`config.mk`:
```
export PLATFORM = sky130hd
export DESIGN_NAME = scan_select_gen_flat
export DESIGN_NICKNAME = d
export VERILOG_FILES = /design/src/rtl/scan_select_gen_if.sv /design/src/rtl/scan_select_gen.sv /design/src/flat_wrapper.sv
export SDC_FILE = /design/constraint.sdc
export NUM_CORES = 1
export LEC_CHECK = 0
export CAP_MARGIN = 10
export CORE_MARGIN = 2
export CORE_UTILIZATION = 45
export DETAILED_ROUTE_END_ITERATION = 10
export GPL_TIMING_DRIVEN = 0
export PLACE_DENSITY = 0.83
export SYNTH_ARGS = -nofsm -noshare
export SYNTH_HDL_FRONTEND = slang
export SYNTH_SLANG_ARGS = --single-unit
```
`constraint.sdc`:
```
create_clock -name clk -period 3.8 [get_ports clk]
set_input_delay 0.95 -clock clk [delete_from_list [all_inputs] [get_ports clk]]
set_output_delay 0.95 -clock clk [all_outputs]
set_load 0.02 [all_outputs]
```
`src/rtl/scan_select_gen_if.sv`:
```
// rtl/scan_select_gen_if.sv - control and channel-address bundle between scan controller and select generator
interface scan_select_gen_if #(
    parameter int DWELL_W = 8
);
    logic               en;
    logic               hold;
    logic [3:0]         mask;
    logic [DWELL_W-1:0] dwell;
    logic [1:0]         A;
    logic               valid;
    logic               wrap;

    modport master (
        output en, hold, mask, dwell,
        input  A, valid, wrap
    );

    modport slave (
        input  en, hold, mask, dwell,
        output A, valid, wrap
    );
endinterface

```
`src/rtl/scan_select_gen.sv`:
```
// rtl/scan_select_gen.sv - round-robin channel address generator with per-channel dwell
module scan_select_gen #(
    parameter int DWELL_W = 8
) (
    input  logic               clk,
    input  logic               rst,
    scan_select_gen_if.slave   bus
);
    typedef enum logic {IDLE, SCAN} state_t;

    state_t             state;
    logic [1:0]         a_q;
    logic               valid_q;
    logic               wrap_q;
    logic [DWELL_W-1:0] cnt;
    logic [1:0]         nxt;
    logic [1:0]         lowest;
    logic [1:0]         idx;

    // Next enabled channel strictly after a_q, circularly; falls back to a_q itself.
    always_comb begin
        nxt = a_q;
        idx = '0;
        for (int k = 3; k >= 1; k--) begin
            idx = a_q + 2'(k);
            if (bus.mask[idx]) nxt = idx;
        end
    end

    always_comb begin
        lowest = '0;
        for (int i = 3; i >= 0; i--) begin
            if (bus.mask[i]) lowest = 2'(i);
        end
    end

    always_ff @(posedge clk) begin
        if (rst) begin
            state   <= IDLE;
            a_q     <= '0;
            valid_q <= 1'b0;
            wrap_q  <= 1'b0;
            cnt     <= '0;
        end else begin
            case (state)
                IDLE: begin
                    wrap_q <= 1'b0;
                    cnt    <= '0;
                    if (bus.en && bus.mask != 4'b0000) begin
                        state   <= SCAN;
                        a_q     <= lowest;
                        valid_q <= 1'b1;
                    end else begin
                        valid_q <= 1'b0;
                    end
                end
                SCAN: begin
                    if (!bus.en || bus.mask == 4'b0000) begin
                        state   <= IDLE;
                        valid_q <= 1'b0;
                        cnt     <= '0;
                        wrap_q  <= 1'b0;
                    end else if (!bus.mask[a_q]) begin
                        // Current channel was disabled mid-dwell: leave it now, hold does not apply.
                        a_q    <= nxt;
                        cnt    <= '0;
                        wrap_q <= (nxt <= a_q);
                    end else if (bus.hold) begin
                        wrap_q <= 1'b0;
                    end else if (cnt == bus.dwell) begin
                        a_q    <= nxt;
                        cnt    <= '0;
                        wrap_q <= (nxt <= a_q);
                    end else begin
                        cnt    <= cnt + 1'b1;
                        wrap_q <= 1'b0;
                    end
                end
                default: state <= IDLE;
            endcase
        end
    end

    assign bus.A     = a_q;
    assign bus.valid = valid_q;
    assign bus.wrap  = wrap_q;
endmodule

```
`src/flat_wrapper.sv`:
```
// flat-port wrapper written by rule: the top's interface ports become plain ports
module scan_select_gen_flat 
#(
    parameter int DWELL_W = 8
)
  (clk, rst, bus_en, bus_hold, bus_mask, bus_dwell, bus_A, bus_valid, bus_wrap);
  scan_select_gen_if #(.DWELL_W(DWELL_W)) bus_i ();
  input  logic clk;
  input  logic rst;
  input wire logic [$bits(bus_i.en)-1:0] bus_en;
  input wire logic [$bits(bus_i.hold)-1:0] bus_hold;
  input wire logic [$bits(bus_i.mask)-1:0] bus_mask;
  input wire logic [$bits(bus_i.dwell)-1:0] bus_dwell;
  output wire logic [$bits(bus_i.A)-1:0] bus_A;
  output wire logic [$bits(bus_i.valid)-1:0] bus_valid;
  output wire logic [$bits(bus_i.wrap)-1:0] bus_wrap;
  assign bus_i.en = bus_en;
  assign bus_i.hold = bus_hold;
  assign bus_i.mask = bus_mask;
  assign bus_i.dwell = bus_dwell;
  assign bus_A = bus_i.A;
  assign bus_valid = bus_i.valid;
  assign bus_wrap = bus_i.wrap;
  scan_select_gen #(.DWELL_W(DWELL_W)) u_core (.clk(clk), .rst(rst), .bus(bus_i));
endmodule
```
Word level (Yosys, flattened, before mapping):

Index checks and enable logic that the tools add are counted.

* bits in registers: 13
* bits in latches: 0
* memory bits (writable): 0
* bits in read-only memories: 0
* bits of input ports: 16
* logic and storage cells: 64
* memories kept: 0

* add/sub/neg operators: 4
* $mul: 0
* divide/modulo/power cells: 0
* magnitude comparators: 5
* eq/ne operators: 7
* shift-type cells: 0
* mux-type cells: 36
* bitwise operators: 1
* reductions and logical operators: 6

Operator list (number)
* $mux W8: 4
* $mux W2: 12
* $pmux W8 S2: 1
* $lt A2 B3 Y1 const B: 4
* $mux W1: 11
* $add A8 B1 Y8 const B: 1
* $bmux W1 S2: 4
* $eq A8 B8 Y1: 1
* $ne A3 B3 Y1 const B: 2
* $pmux W1 S2: 3
* $add A2 B2 Y2 const B: 2
* $logic_not A4 Y1: 1
* $ne A2 B2 Y1 const B: 2
* $ne A4 B4 Y1 const B: 1
* $pmux W2 S2: 1
* $reduce_and A4 Y1: 1
* $reduce_bool A4 Y1: 1
* $add A2 B1 Y2 const B: 1
* $le A2 B2 Y1: 1
* $ne A2 B1 Y1 const B: 1
* $logic_and A1 B1 Y1: 1
* $logic_not A1 Y1: 1
* $logic_or A1 B1 Y1: 1
* $not A1 Y1: 1

Depth between registers and ports, before layout:

* depth in word-level cells: 12
* gate-level depth with buffers: 9
* mapped depth without buffers: 8

Worst setup path before layout:

Ideal clock, no wire load.

* kind: input -> register
* start point: input port bus_mask[0]
* end point: register u_core.cnt[5]
* library setup time: 0.070 ns
* data arrival time: 2.512 ns
* slack: 1.218 ns
* stages: 6
* buffers on the path: 2
* cells stage by stage: buf_6 mux4_2 and4_4 buf_6 or4_1 a21oi_1

* longest elaborated chain between the ends: 5
* elaborated cells on any way between the ends: 8
* classes of those cells: eq/ne (1); mux (5); reduce/logical (2)

Ends and longest elaborated chain
* start, declared: RTL line flat_wrapper.sv:12 `input wire logic [$bits(bus_i.mask)-1:0] bus_mask;`
* $bmux W1 S2: RTL line scan_select_gen.sv:63 `end else if (!bus.mask[a_q]) begin`
* $mux W1 (implied by the code): RTL line scan_select_gen.sv:63
* $mux W8: RTL line scan_select_gen.sv:63
* $mux W8: RTL line scan_select_gen.sv:58 `if (!bus.en || bus.mask == 4'b0000) begin`
* $pmux W8 S2: RTL line scan_select_gen.sv:45 `case (state)`
* end signal, assigned: RTL line scan_select_gen.sv:75 `cnt <= cnt + 1'b1;`
* end, declared: RTL line scan_select_gen.sv:15 `logic [DWELL_W-1:0] cnt;`

Several ways; a longest one is shown, not always the timed one. The select of a mux whose other input is x is not followed.
A chain may end at the register's enable or synchronous reset.

Final worst setup path:

* start point: input port bus_mask[1]
* end point: register u_core.cnt[5]

The elaborated chain is that of the path after synthesis.

==> impl_metrics.yaml <==
outcome:
  outcome: "complete, no violations"
die:
  start_util_pct: 48.4
  dieArea_um2: 2520
  core_area_um2: 1980
  die_x_um: 50.2
  row_count: 16
  io-pin-count: 20
  die_y_um: 50.2
clocking:
  clk_latency_ns: 0.28
  postCtsSetupBuffers: 0
  clock_path_buffers: 2
  cts_hold_buf: 0
  cts_sinks: 13
  h-tree-depth: 1
  ctsRootBufferMaster: "clkbuf_4"
  path_clk_slew_ns: 0.08
  cts_tree: "built"
  cts_resized: 0
  numCtsBuffers: 3
setup_path:
  worst-path-buf-inv: 2
  crit_chain: "clkdlybuf4s50_1 -> mux4_2 -> and4_4 -> buf_6 -> or4_1 -> a21oi_1"
  r2r-end: "u_core.cnt[5]$_SDFFE_PP0P_"
  arrival_ns: 3.11
  cp_slowest_cell: "mux4_2"
  critPathMaxFanout: 10
  crit_path_start_kind: "input port"
  cp.required_ns: 4.01
  worst_r2r_startpoint: "u_core.bus.A[0]$_SDFFE_PP0P_"
  crit_type: "input port to flop"
  worstSetupEndpointType: "flop"
  ff2ff_path_depth: 5
  reg2reg_slack_ns: 1.59
  slowest_delay_ns: 0.59
  crit_family: "simple AND/OR/NAND/NOR gates"
final_layout:
  fin_cells: 163
  antenna_cells: 0
  fin_util_pct: 60.0
  drive_above_1_share_pct: 6.62
  stdcell_area_um2: 1190
  fin_nets: 156
  area_growth_pct: 24.0
yosys:
  synthAdderAreaFrac_pct: 3.92
  synth-edff-count: 0
  synth_compound_area_share_pct: 26.6
  synthesis.instances: 115
  synth.avg_cell_area_um2: 8.33
  yosysMostFrequentCell: "dfxtp_1"
  yosys_most_used_dff: "dfxtp_1"
  synth-simple-area-share_pct: 24.8
  yosysWarnings: 0
  syn-cell-area_um2: 958
  yosysSeqAreaShare_pct: 27.2
  synth_nets: 134
  yosys.area.top_type_share_pct: 27.2
  synth-xor-area-share_pct: 8.22
  yosys-top-cells-area: "dfxtp_1 (27%), xor2_1 (7.3%), a21oi_1 (5.7%)"
  synth.distinct_cells: 40
  synthArstFlopShare_pct: 0
  synth_mux_area_share_pct: 3.39
  ys_ff_latch: 13
  synth.largest_area_cell: "dfxtp_1"
  synth_top_family_by_area: "compound AO/OA/AOI/OAI gates"
  synthTopCellsByCount: "dfxtp_1 (13), a21oi_1 (11), xor2_1 (8)"
sta:
  fin_crit_sh_pct: 76.2
  min_period_ns: 2.89
  fin_skew_ns: 0.00327
  hold_slack_ns: 0.457
  hold_violations: 0
  max-slew-margin-rel_pct: 67.2
  setup_tns_ns: 0
  max_freq_mhz: 346
  rsz0062_at_grt: "false"
  worst_pin_slew_ns: 0.489
  setup_viol: 0
  slew_viol_final: 0
placed_design:
  port_buffers: 17
  dp.cells: 159
  dp_hpwl_um: 1760
  place_area_um2: 1160
  gp_congestion: 0.866
min_path:
  hp-start: "u_core.bus.valid$_SDFFE_PP0P_"
  min_to: "u_core.bus.valid$_SDFFE_PP0P_"
  worstHoldPathCells: 2
  hp-class: "flop to flop"
route:
  via_per_inst: 5.92
  drt-initial-drc-count: 13
  ant_nets: 0
  drt_pass1_iterations: 4
  wl_per_cell_um: 13.7
  vias: 965
  drt_wl_total_um: 2240
  drc: 0
pwr:
  clockPowerShare_pct: 27.4
  leakage_nw: 0.407
  power_density_nw_per_um2: 261
  p_comb_share_pct: 25.8
  p_int_uw: 221
  switchingPower_uw: 89.1
  p_seq_share_pct: 46.8
  ir_worst_vdd_uv: 145
  switching_share_pct: 28.7
global_routing:
  grt_pass1_vias: 960
  overflow: 0
  grt_use_total_pct: 19.6
  grt_start_max_net_pins: 11
  antenna_found_initial: 0
  grt_pass1_wl_um: 3880
run:
  drv_cap: 0
-- layout by cell type, fill, tap and decap left out, types with 2 or more instances in the layout --
cell and n:
o31ai_1 5, nand2b_1 4, o21a_1 2, nand3_1 6, dfxtp_1 13, o21ai_0 6, o211ai_1 3, clkbuf_1 4
nand4_1 2, nor2b_1 2, a311oi_1 2, buf_6 2, clkdlybuf4s50_1 17, or4_1 5, nand2_1 4, nor4_1 3
a21boi_0 2, inv_1 6, xor2_1 8, clkbuf_4 3, a21oi_1 11, or3_1 2, ha_1 3, nor2_1 3
-- flip-flops by register name (all words and copies together), names as in the netlist --
signal,count
u_core.bus.A,2
u_core.bus.wrap,1
u_core.bus.valid,1
u_core.state,1
u_core.cnt,8
-- metrics by stage --
step,power [mW],setup WS (ns)
floorplan,0.195,1.22
global placement,0.225,0.680
detailed placement,0.227,0.620
CTS,0.312,0.908
global route,0.331,0.837
finish,0.310,0.906
-- metal layers --
metal	wire, µm	global-route usage, %
met1	937	22.8
met2	1130	35.5
met3	100	1.19
met4	68	10.2
met5	0	0
-- layout make-up --
class | instances | area (µm²)
plain buffers | 5 | 33.8
clock buffers | 4 | 26.3
fillers | 176 | 793
inverters | 6 | 22.5
multi-input cells | 91 | 642
flip-flops and latches | 13 | 260
well taps | 27 | 33.8
repair buffers | 17 | 170
-- cell families after synthesis --
family	Yosys count
buffers and inverters	11
AOI/OAI and AO/OA	38
xor gates and xnor gates	9
and+or+nand+nor	39
adders and majority gates	3
muxes	2
DFF	13
-- worst reg2reg max path: cells and delay by family (launching register included) --
kind | cells | cell delay, ns
muxes | 1 | 0.63
buffers and inverters | 1 | 0.13
DFF | 1 | 0.51
AOI/OAI and AO/OA | 1 | 0.15
and+or+nand+nor | 2 | 0.72
-- how the worst max path moves through the flow --
| stage | from | to | cells after the start | slack (ns) |
|---|---|---|---|---|
| after floorplan | bus_mask[0] | u_core.cnt[5]$_SDFFE_PP0P_ | 6 | 1.22 |
| after global placement | bus_mask[1] | u_core.cnt[7]$_SDFFE_PP0P_ | 6 | 0.68 |
| after detailed placement | bus_mask[1] | u_core.cnt[7]$_SDFFE_PP0P_ | 6 | 0.62 |
| after CTS | bus_mask[1] | u_core.cnt[7]$_SDFFE_PP0P_ | 6 | 0.91 |
| after global routing | bus_mask[1] | u_core.cnt[7]$_SDFFE_PP0P_ | 6 | 0.84 |
| final | bus_mask[1] | u_core.cnt[5]$_SDFFE_PP0P_ | 6 | 0.91 |
-- power by group through the flow --
stage	clock, mW	combinational [mW]	sequential (mW)
after floorplan	0	0.0447	0.150
after global placement	0	0.0770	0.148
after detailed placement	0	0.0789	0.148
after CTS	0.0871	0.0798	0.145
after global routing	0.0965	0.0884	0.146
final	0.0851	0.0799	0.145
Power figures use the tool's default switching activity.
